### src/rtl/issue_queue_pkg.sv
// Shared definitions for the issue queue slice.
// Holds the instruction word layout, opcode and unit encodings (unit codes
// match the reservation-station encoding), the dispatch field bundle, the
// dispatch FSM state type and the imm16 sign-extension helper.
package issue_queue_pkg;

  localparam int unsigned INSTR_W   = 32;
  localparam int unsigned WORD_SIZE = 32;
  localparam int unsigned REG_SIZE  = 6;

  // Instruction field bit positions
  localparam int unsigned OPC_MSB = 31;
  localparam int unsigned OPC_LSB = 28;
  localparam int unsigned RD_MSB  = 27;
  localparam int unsigned RD_LSB  = 22;
  localparam int unsigned RS1_MSB = 21;
  localparam int unsigned RS1_LSB = 16;
  localparam int unsigned RS2_MSB = 15;
  localparam int unsigned RS2_LSB = 10;
  localparam int unsigned IMM_MSB = 15;
  localparam int unsigned IMM_LSB = 0;

  localparam logic [3:0] OP_LW   = 4'h0;
  localparam logic [3:0] OP_LWI  = 4'h1;
  localparam logic [3:0] OP_SW   = 4'h2;
  localparam logic [3:0] OP_SWI  = 4'h3;
  localparam logic [3:0] OP_ADD  = 4'h4;
  localparam logic [3:0] OP_ADDI = 4'h5;
  localparam logic [3:0] OP_MUL  = 4'h6;
  localparam logic [3:0] OP_MULI = 4'h7;
  localparam logic [3:0] OP_NOP  = 4'hF;

  typedef enum logic [1:0] {
    UNIT_LW  = 2'b00,
    UNIT_SW  = 2'b01,
    UNIT_ADD = 2'b10,
    UNIT_MUL = 2'b11
  } unit_e;

  typedef enum logic [1:0] {
    S_IDLE  = 2'd0,
    S_ISSUE = 2'd1,
    S_CHECK = 2'd2
  } state_e;

  typedef struct packed {
    unit_e                 unit;
    logic [REG_SIZE-1:0]   reg1;
    logic [REG_SIZE-1:0]   reg2;
    logic [REG_SIZE-1:0]   reg3;
    logic                  hasimm;
    logic [WORD_SIZE-1:0]  imm;
  } dispatch_t;

  function automatic logic [WORD_SIZE-1:0] sext_imm16(input logic [15:0] imm16);
    return {{(WORD_SIZE-16){imm16[15]}}, imm16};
  endfunction

endpackage

### src/rtl/issue_queue_decode.sv
// Combinational decoder for one instruction word.
// Ports:
//   instr      in  : instruction word
//   disp       out : reservation-station dispatch fields
//   is_nop     out : opcode 1111, word is dropped silently
//   is_illegal out : opcode 1000-1110, word is dropped and flagged
module issue_decode
  import issue_queue_pkg::*;
(
  input  logic [INSTR_W-1:0] instr,
  output dispatch_t          disp,
  output logic               is_nop,
  output logic               is_illegal
);

  logic [3:0]  opcode;
  logic [15:0] imm16;

  assign opcode = instr[OPC_MSB:OPC_LSB];
  assign imm16  = instr[IMM_MSB:IMM_LSB];

  always_comb begin
    disp       = '0;
    is_nop     = 1'b0;
    is_illegal = 1'b0;

    unique case (opcode)
      OP_LW,  OP_LWI:  disp.unit = UNIT_LW;
      OP_SW,  OP_SWI:  disp.unit = UNIT_SW;
      OP_ADD, OP_ADDI: disp.unit = UNIT_ADD;
      OP_MUL, OP_MULI: disp.unit = UNIT_MUL;
      OP_NOP:          is_nop     = 1'b1;
      default:         is_illegal = 1'b1;
    endcase

    disp.hasimm = opcode[0];
    disp.reg1   = REG_SIZE'(instr[RD_MSB:RD_LSB]);
    disp.reg2   = REG_SIZE'(instr[RS1_MSB:RS1_LSB]);
    // rs2 and imm16 overlap; only the one selected by hasimm is exposed
    if (disp.hasimm) begin
      disp.imm = sext_imm16(imm16);
    end else begin
      disp.reg3 = REG_SIZE'(instr[RS2_MSB:RS2_LSB]);
    end
  end

endmodule

### src/rtl/issue_queue.sv
// Instruction buffer and dispatcher in front of the reservation station.
// Fetch pushes 32-bit words through a valid/ready handshake into a circular
// FIFO. The head word is decoded and dispatched with a one-cycle rs_enable
// pulse; the RS answers with rs_accept one cycle later. A reject retries the
// same head word; nop and illegal words are popped without dispatch.
// Ports:
//   clk, rst_n          : clock, asynchronous active-low reset
//   in_valid/in_instr   : fetch push request and word
//   in_ready            : FIFO has space (registered)
//   rs_*                : registered dispatch fields and rs_enable strobe
//   rs_accept           : RS response, sampled in the CHECK state
//   illegal             : sticky, an undefined opcode was dropped
//   stall_cnt           : saturating count of rejected dispatches
//   count               : FIFO occupancy
module issue_queue
  import issue_queue_pkg::*;
#(
  parameter int unsigned DEPTH   = 8,
  parameter int unsigned STALL_W = 16
) (
  input  logic                     clk,
  input  logic                     rst_n,
  input  logic                     in_valid,
  input  logic [INSTR_W-1:0]       in_instr,
  output logic                     in_ready,
  output logic [1:0]               rs_unit,
  output logic [REG_SIZE-1:0]      rs_reg1,
  output logic [REG_SIZE-1:0]      rs_reg2,
  output logic [REG_SIZE-1:0]      rs_reg3,
  output logic                     rs_hasimm,
  output logic [WORD_SIZE-1:0]     rs_imm,
  output logic                     rs_enable,
  input  logic                     rs_accept,
  output logic                     illegal,
  output logic [STALL_W-1:0]       stall_cnt,
  output logic [$clog2(DEPTH):0]   count
);

  localparam int unsigned PTR_W = $clog2(DEPTH);
  localparam int unsigned CNT_W = PTR_W + 1;

  logic [INSTR_W-1:0] mem_q [DEPTH];

  state_e             state_q,     state_d;
  logic [PTR_W-1:0]   wr_ptr_q,    wr_ptr_d;
  logic [PTR_W-1:0]   rd_ptr_q,    rd_ptr_d;
  logic [CNT_W-1:0]   count_q,     count_d;
  logic               in_ready_q,  in_ready_d;
  dispatch_t          disp_q,      disp_d;
  logic               rs_enable_q, rs_enable_d;
  logic               illegal_q,   illegal_d;
  logic [STALL_W-1:0] stall_q,     stall_d;

  logic      push;
  logic      pop;
  dispatch_t head_disp;
  logic      head_nop;
  logic      head_illegal;

  issue_decode u_decode (
    .instr      (mem_q[rd_ptr_q]),
    .disp       (head_disp),
    .is_nop     (head_nop),
    .is_illegal (head_illegal)
  );

  assign push = in_valid && in_ready_q;

  always_comb begin
    state_d     = state_q;
    disp_d      = disp_q;
    rs_enable_d = 1'b0;
    illegal_d   = illegal_q;
    stall_d     = stall_q;
    pop         = 1'b0;

    unique case (state_q)
      S_IDLE: begin
        if (count_q != '0) begin
          if (head_nop || head_illegal) begin
            pop = 1'b1;
            if (head_illegal) illegal_d = 1'b1;
          end else begin
            // Fields are captured on entry to ISSUE so the outputs are
            // registered and held stable through CHECK and any retries.
            disp_d      = head_disp;
            rs_enable_d = 1'b1;
            state_d     = S_ISSUE;
          end
        end
      end
      S_ISSUE: begin
        state_d = S_CHECK;
      end
      S_CHECK: begin
        if (rs_accept) begin
          pop     = 1'b1;
          state_d = S_IDLE;
        end else begin
          if (stall_q != '1) stall_d = stall_q + STALL_W'(1);
          rs_enable_d = 1'b1;
          state_d     = S_ISSUE;
        end
      end
      default: state_d = S_IDLE;
    endcase

    wr_ptr_d = push ? wr_ptr_q + PTR_W'(1) : wr_ptr_q;
    rd_ptr_d = pop  ? rd_ptr_q + PTR_W'(1) : rd_ptr_q;

    count_d = count_q;
    if (push && !pop) count_d = count_q + CNT_W'(1);
    if (pop && !push) count_d = count_q - CNT_W'(1);

    in_ready_d = (count_d != CNT_W'(DEPTH));
  end

  always_ff @(posedge clk or negedge rst_n) begin
    if (!rst_n) begin
      state_q     <= S_IDLE;
      wr_ptr_q    <= '0;
      rd_ptr_q    <= '0;
      count_q     <= '0;
      in_ready_q  <= 1'b1;
      disp_q      <= '0;
      rs_enable_q <= 1'b0;
      illegal_q   <= 1'b0;
      stall_q     <= '0;
    end else begin
      state_q     <= state_d;
      wr_ptr_q    <= wr_ptr_d;
      rd_ptr_q    <= rd_ptr_d;
      count_q     <= count_d;
      in_ready_q  <= in_ready_d;
      disp_q      <= disp_d;
      rs_enable_q <= rs_enable_d;
      illegal_q   <= illegal_d;
      stall_q     <= stall_d;
    end
  end

  // Storage needs no reset: occupancy is tracked by count_q alone.
  always_ff @(posedge clk) begin
    if (push) mem_q[wr_ptr_q] <= in_instr;
  end

  assign in_ready  = in_ready_q;
  assign rs_unit   = disp_q.unit;
  assign rs_reg1   = disp_q.reg1;
  assign rs_reg2   = disp_q.reg2;
  assign rs_reg3   = disp_q.reg3;
  assign rs_hasimm = disp_q.hasimm;
  assign rs_imm    = disp_q.imm;
  assign rs_enable = rs_enable_q;
  assign illegal   = illegal_q;
  assign stall_cnt = stall_q;
  assign count     = count_q;

endmodule

### config.mk
export PLATFORM = sky130hd
export DESIGN_NAME = issue_queue
export DESIGN_NICKNAME = d
export VERILOG_FILES = /design/src/rtl/issue_queue_pkg.sv /design/src/rtl/issue_queue_decode.sv /design/src/rtl/issue_queue.sv
export SDC_FILE = /design/constraint.sdc
export NUM_CORES = 1
export LEC_CHECK = 0
export ABC_AREA = 1
export CAP_MARGIN = 10
export CORE_MARGIN = 2
export CORE_UTILIZATION = 52
export CTS_CLUSTER_SIZE = 12
export DETAILED_ROUTE_END_ITERATION = 7
export PLACE_DENSITY_LB_ADDON = 0.3
export SLEW_MARGIN = 30
export SYNTH_ARGS = -nofsm -noshare
export SYNTH_HDL_FRONTEND = slang
export SYNTH_SLANG_ARGS = --single-unit
### constraint.sdc
create_clock -name clk -period 2.52 [get_ports clk]
set_input_delay 0.63 -clock clk [delete_from_list [all_inputs] [get_ports clk]]
set_output_delay 0.63 -clock clk [all_outputs]
set_load 0.02 [all_outputs]
Word level (Yosys, flattened, before mapping)
Memories as Yosys holds them, arrays and structs flattened.
Index checks and enable logic that the tools add are counted.
{"block": "op_classes", "bitwise_logic": 3, "add_sub_neg": 5, "eq_ne": 14, "n_reduce_logical": 17, "muxes": 21}
{"op": "2-to-1 mux 32 bit", "n": 1}
{"op": "adder 16 x 1 -> 16 bit (second input constant)", "n": 1}
{"op": "== test 4 x 3 -> 1 bit (second input constant)", "n": 4}
{"op": "inequality test 16 bit (second input constant)", "n": 1}
{"op": "case mux 2 bit (3 select lines)", "n": 2}
{"op": "2-to-1 mux 1 bit", "n": 11}
{"op": "OR reduction 9 bit", "n": 1}
{"op": "== test 4 x 2 -> 1 bit (second input constant)", "n": 2}
{"op": "2-to-1 mux 4 bit", "n": 2}
{"op": "adder 3 x 1 -> 3 bit (second input constant)", "n": 2}
{"op": "2-to-1 mux 6 bit", "n": 1}
{"op": "AND reduction 3 bit", "n": 2}
{"op": "OR reduction 2 bit", "n": 3}
{"op": "adder 4 x 1 -> 4 bit (second input constant)", "n": 1}
{"op": "== test 4 x 1 -> 1 bit (second input constant)", "n": 1}
{"op": "== test 4 bit (second input constant)", "n": 1}
{"op": "logical NOT 4 bit", "n": 1}
{"op": "2-to-1 mux 2 bit", "n": 2}
{"op": "inequality test 2 bit (second input constant)", "n": 2}
{"op": "inequality test 4 bit (second input constant)", "n": 1}
{"op": "case mux 1 bit (2 select lines)", "n": 2}
{"op": "AND reduction 4 bit", "n": 1}
{"op": "nonzero test 4 bit", "n": 1}
{"op": "subtractor 4 x 1 -> 4 bit (second input constant)", "n": 1}
{"op": "8 further kinds", "n": 13}
{"block": "totals", "input_bits": 36, "reg_bits": 84, "mem_count": 1, "out_inout_bits": 76, "ram_bits": 256, "word_cells": 75}
{"memory": "mem_q", "depth": 8, "word_bits": 32, "rd": 1, "rd_ports_with_merged_regs": 0, "wr": 1, "line": "issue_queue.sv:42", "text": "logic [INSTR_W-1:0] mem_q [DEPTH];"}

Longest topological paths before layout
Gate-level depths: netlist (run 1).
An unclocked memory read counts as a cell.
{"block": "logic_depth", "ltp_word": 13, "depth_mapped": 13, "ltp_nobuf": 13}

Modules after synthesis
A second synthesis (run 1) with hierarchy kept.
{"block": "unflattened", "cells_unflattened": 1135, "area_unflattened_um2": 13987.2}
{"module": "issue_queue", "area_each_um2": 13546.7, "n_inst": 1, "cells_each": 1051, "seq_area_each_um2": 9790.6}
{"module": "issue_decode", "area_each_um2": 440.4, "n_inst": 1, "cells_each": 84, "seq_area_each_um2": 0.0}

Worst setup path before layout (run 1)
OpenSTA, ideal clock, no wires.
{"block": "synth_timing", "kind": "input port to flip-flop", "start": "input port in_valid", "end": "memory mem_q[0][0], enable pin", "required_time_ps": 2099, "stages": 3, "setup_time_ps": 421, "n_path_buf": 0, "path_slack_ps": -339, "arrival_ps": 2438, "cell_sequence": "nand2_1 -> or2_2 -> nor2_1"}
{"block": "synth_between", "elab_chain_len": 3}
{"item": "start: declaration", "line": "issue_queue.sv:23", "text": "input logic in_valid,"}
{"item": "logical AND 1 bit", "line": "issue_queue.sv:67", "text": "assign push = in_valid && in_ready_q;"}
{"item": "2-to-1 mux 1 bit", "line": "issue_queue.sv:144", "text": "if (push) mem_q[wr_ptr_q] <= in_instr;"}
{"item": "2-to-1 mux 1 bit (implied by the code)", "line": "issue_queue.sv:144"}
{"item": "end: declaration", "line": "issue_queue.sv:42"}
No other way between the ends.

==> flow_summary.toml, run 1 <==
[sta]
fin_crit_sh = 0.9139
finalSetupViolations = 0
fin_crit_ns = 2.303
maxSlewViolCount = 0
timing.hold.ws_ns = 0.09380
maxSlewHeadroom = 0.4902
setup_ws_ns = 0.2171
max_freq_mhz = 434.2
worst_slew_pin_slew_ns = 0.7646
skew_ns = 0.01555
hold_violations = 0
rsz0062_at_grt = "no"

[global_routing]
antenna_found_initial = 0
top_usage_layer = "met2"
use_met2 = 0.3660
use_met1 = 0.3159
grt_max_degree = 79
grt_pass1_vias = 8217
grt_use_total = 0.2228
grt_remaining_overflow = 0
grt_use_met3 = 0.03524
grt_pass1_wl_um = 45440

[route]
drt-total-wl_um = 28920
final_antenna_net_count = 0
via_per_inst = 5.607
drcViolationCount = 0
drt_iter0_drc = 787
drtPass1Iterations = 5
wl_per_cell_um = 19.08
vias = 8500

[cts]
clockBufferDepth = 3
cts-resized-gates = 0
clkTransAtPathRegs_ns = 0.06
tritoncts = "built"
htree_levels = 2
postCtsHoldBufs = 0
cts-buffers-inserted = 35
cts_sinks = 324
ctsRootBufferMaster = "clkbuf_16"
post_cts_buffers = 0
clk_latency_ns = 0.51

[place]
dpl_worst_slack_ns = 0.07184
post-dp-hpwl_um = 18280
numPortBuffers = 111
gp_congestion = 0.7973
place_area_sq_mm = 0.01461

[floorplan]
dieArea_sq_mm = 0.02627
num_rows = 57
dieHeight_um = 162.1
initial_core_util = 0.5327
chipWidth_um = 162.1
core-area_sq_mm = 0.02439
ioPinCount = 112

[critical_path]
critPathMaxStageDelay_ns = 0.66
crit_slowest_cell = "clkdlybuf4s50_1"
path_cells = "clkdlybuf4s50_1"
cp.required_ns = 1.89
path_buf_inv = 1
worstPathMaxFanout = 18
start_kind = "register"
crit_family = "buffers and inverters"
end_kind = "primary output"
arrival_ns = 1.67
path_class = "register to primary output"

[pwr]
powerDensity_mw_per_mm2 = 1251
irDropWorstVdd_mv = 0.6859
p_leak_nw = 5.718

[logic_synthesis]
netlist_instances = 1053
synthFlopType = "edfxtp_1"
synth-seq-cells = 324
yosys_warnings = 0
synth_cell_types = 37
async_flop_share = 0.2099
synth_edf_count = 256
synth.avg_cell_area_sq_um = 12.34
seq_area_frac_synth = 0.7227
synth_area_sq_mm = 0.01299
synthesis.nets = 1094

[cells_and_area]
nNetsFinal = 1206
insertedDiodeCount = 0
final_common_cell = "edfxtp_1"
postLayoutCellArea_sq_mm = 0.01572
drive_gt1_frac = 0.09564
mostFrequentLayoutCells = "256 x edfxtp_1, 164 x nand2_1, 156 x nor2_1, 125 x o21ai_0, 110 x clkdlybuf4s50_1"
area_growth_pct = 20.99

[min_path]
hp-class = "input pin to async pin"

[flow_run]
cap_violations = 0

[status]
status = "complete, no violations"
[metal layers]
metal | part of all wire | up-vias
li1 | - | 3951
met1 | 0.43 | 4178
met2 | 0.48 | 327
met3 | 0.069 | 44
met4 | 0.017 | 0
met5 | 0 | -
[where the power goes]
group	leakage, nW	switching (mW)	total [mW]	internal (mW)
combinational	2.01	4.75	7.37	2.62
sequential	3.17	0.522	7.44	6.92
clock	0.534	1.95	4.85	2.90
total	5.72	7.23	19.7	12.4
[logic make-up (layout without fill, tap and decap cells)]
family / count (synthesis) / in the layout / share of synthesized area
AO/OA/AOI/OAI: 227 / 227 / 0.09831
XOR/XNOR: 20 / 20 / 0.01348
adder cells (fa/ha/maj): 5 / 5 / 0.004815
buffers and inverters: 103 / 242 / 0.04314
flip-flops: 324 / 324 / 0.7227
AND/OR/NAND/NOR: 374 / 374 / 0.1176
[Yosys cell counts, types with 3 or more instances]
cell,n,area share
buf_2,13,0.0050
xnor2_1,5,0.0034
nand3_2,4,0.0031
a31oi_1,14,0.0067
buf_4,23,0.013
buf_6,8,0.0069
o221ai_1,6,0.0040
o22ai_1,51,0.025
a21oi_1,3,0.0012
o21ai_0,125,0.048
inv_2,5,0.0014
o21ai_1,19,0.0073
ha_1,5,0.0048
nand2_1,164,0.047
clkbuf_1,27,0.0078
nand4_1,7,0.0034
xor2_1,15,0.010
dfrtp_1,67,0.13
nand3_1,23,0.0089
edfxtp_1,256,0.59
nor2_1,164,0.047
inv_1,25,0.0072
o31ai_1,6,0.0035
[area by class of cell]
type                            count  area, sq um
Clock buffer                       55         1022
Tap cell                          324        405.4
Sequential cell                   324         9395
Fill cell                        1812         8670
Multi-Input combinational cell    626         3103
Inverter                           30        112.6
Timing Repair Buffer              148         1599
Clock inverter                      9        83.83
[path summary, 6_finish.rpt]
path	startpoint	endpoint	slack, ns	cells after the start
max reg2reg	rd_ptr_q[0]	rs_reg2[1]	0.33	5
min in group clk	state_q[1]	state_q[1]	0.48	1
max in group asynchronous	rst_n	in_ready	1.83	2
min	rst_n	rs_imm[9]	0.09	1
min reg2reg	state_q[1]	state_q[1]	0.48	1
max	rs_imm[30]	rs_imm[18]	0.22	1
[registers in the layout, indices dropped and copies added (netlist names)]
register   count
mem_q        256
rs_imm        16
stall_cnt     16
rs_reg1        6
rs_reg2        6
rs_reg3        6
count          4
rd_ptr_q       3
wr_ptr_q       3
rs_unit        2
state_q        2
illegal        1
in_ready       1
rs_enable      1
rs_hasimm      1
[through the flow]
stage | TNS, ns | cells | utilization | power, mW
2_1_floorplan | -43.40 | 1053 | - | 12.27
3_3_place_gp | 0 | 1452 | 0.5992 | 14.72
3_5_place_dp | 0 | 1452 | 0.5992 | 14.89
4_1_cts | 0 | 1516 | 0.6445 | 19.78
5_1_grt | 0 | 1516 | 0.6446 | 20.81
6_report | 0 | 1516 | 0.6446 | 19.66
Note: power is estimated with default switching activity, not from simulation.
==> inputs of run 2 (changes only) <==
CORE_MARGIN = 10   (was 2)
PLACE_DENSITY = 0.75   (was not set)
PLACE_DENSITY_LB_ADDON = not set   (was 0.3)
==> flow_summary.toml, run 2 (synthesized netlist as in run 1, its figures left out) <==
[status]
status = "complete, no violations"

[place]
numPortBuffers = 111
place_area_sq_mm = 0.01458
dpl_worst_slack_ns = 0.07586
dp.cells = 1454
post-dp-hpwl_um = 18300
gp_congestion = 0.8582

[cells_and_area]
insertedDiodeCount = 0
max_flop_register = "mem_q"
nNetsFinal = 1207
largest_register_ffs = 256
mostFrequentLayoutCells = "256 x edfxtp_1, 164 x nand2_1, 156 x nor2_1, 125 x o21ai_0, 110 x clkdlybuf4s50_1"
fin_util = 0.6376
drive_gt1_frac = 0.09320
postLayoutCellArea_sq_mm = 0.01560
final_common_cell = "edfxtp_1"
fin_cells = 1515
area_growth_pct = 20.03

[flow_run]
cap_violations = 0

[sta]
max_freq_mhz = 427.1
fin_crit_ns = 2.341
rsz0062_at_grt = "no"
setup_ws_ns = 0.1788
maxSlewViolCount = 0
tns_ns = 0
worst_slew_pin_slew_ns = 0.5632
maxSlewHeadroom = 0.6245
hold_violations = 0
fin_crit_sh = 0.9290
finalSetupViolations = 0
skew_ns = 0.01273
timing.hold.ws_ns = 0.1058

[global_routing]
grt_remaining_overflow = 0
grt_pass1_wl_um = 46600
grt_pass1_vias = 8689
antenna_found_initial = 0
grt_max_degree = 39
grt_use_total = 0.1854

[critical_path]
arrival_ns = 1.71
ff2ff_path_depth = 6
crit_slowest_cell = "clkdlybuf4s50_1"
path_buf_inv = 1
worstPathMaxFanout = 18
path_class = "register to primary output"
worstReg2RegEnd = "rs_imm[30]"
rrSetupSlack_ns = 0.38
critPathMaxStageDelay_ns = 0.67
path_cells = "clkdlybuf4s50_1"
cp.depth = 1
cp.required_ns = 1.89
r2r_start = "rd_ptr_q[0]"
start_kind = "register"
end_kind = "primary output"
crit_family = "buffers and inverters"

[cts]
post_cts_buffers = 0
clk_latency_ns = 0.51
cts-resized-gates = 1
cts_sinks = 324
ctsRootBufferMaster = "clkbuf_16"
tritoncts = "built"
postCtsHoldBufs = 0
clkTransAtPathRegs_ns = 0.06
cts-buffers-inserted = 34
htree_levels = 2
clockBufferDepth = 3

[pwr]
p_leak_nw = 5.667
irDropWorstVdd_mv = 0.7288
power_mw = 19.41
powerDensity_mw_per_mm2 = 1244

[min_path]
hp-class = "input pin to async pin"

[route]
vias = 8607
via_per_inst = 5.681
drt_iter0_drc = 825
drcViolationCount = 0
wl_per_cell_um = 19.52
drt-total-wl_um = 29570
final_antenna_net_count = 0
drtPass1Iterations = 5

[floorplan]
num_rows = 57
chipWidth_um = 178.1
dieArea_sq_mm = 0.03171
dieHeight_um = 178.1
core-area_sq_mm = 0.02446
initial_core_util = 0.5312
ioPinCount = 112
-- run 2: worst max-delay path by stage --
stage	startpoint	end	slack (ns)
2_1_floorplan	in_valid	mem_q[0][0]	-0.34
3_3_place_gp	in_valid	mem_q[4][21]	0.11
3_5_place_dp	in_valid	mem_q[7][8]	0.08
4_1_cts	rs_imm[30]	rs_imm[23]	0.15
5_1_grt	rs_imm[30]	rs_imm[15]	0.1
6_report	rs_imm[30]	rs_imm[15]	0.18
-- run 2: layer usage --
| layer | up-vias | share of wire | GRT usage |
|---|---|---|---|
| li1 | 3958 | - | - |
| met1 | 4233 | 0.40 | 0.2390 |
| met2 | 380 | 0.49 | 0.3122 |
| met3 | 36 | 0.086 | 0.03848 |
| met4 | 0 | 0.016 | 0.05175 |
| met5 | - | 0 | 0 |
-- run 2: final cells by class --
class / count / area, sq um
Clock buffer: 52 / 928.4
Clock inverter: 9 / 85.08
Fill cell: 1797 / 8866
Inverter: 30 / 113.9
Multi-Input combinational cell: 626 / 3103
Sequential cell: 324 / 9397
Tap cell: 324 / 405.4
Timing Repair Buffer: 150 / 1564
-- run 2: where the power goes --
part           internal [mW]  total [mW]  switching (mW)
logic                   2.57        7.32            4.75
clock network           2.66        4.62            1.96
registers               6.92        7.47           0.545
==> inputs of run 3 (changes only) <==
CAP_MARGIN = 40   (was 10)
==> results of run 3 <==
Same layout as run 2: the final DEF is identical, and so are final timing and power.
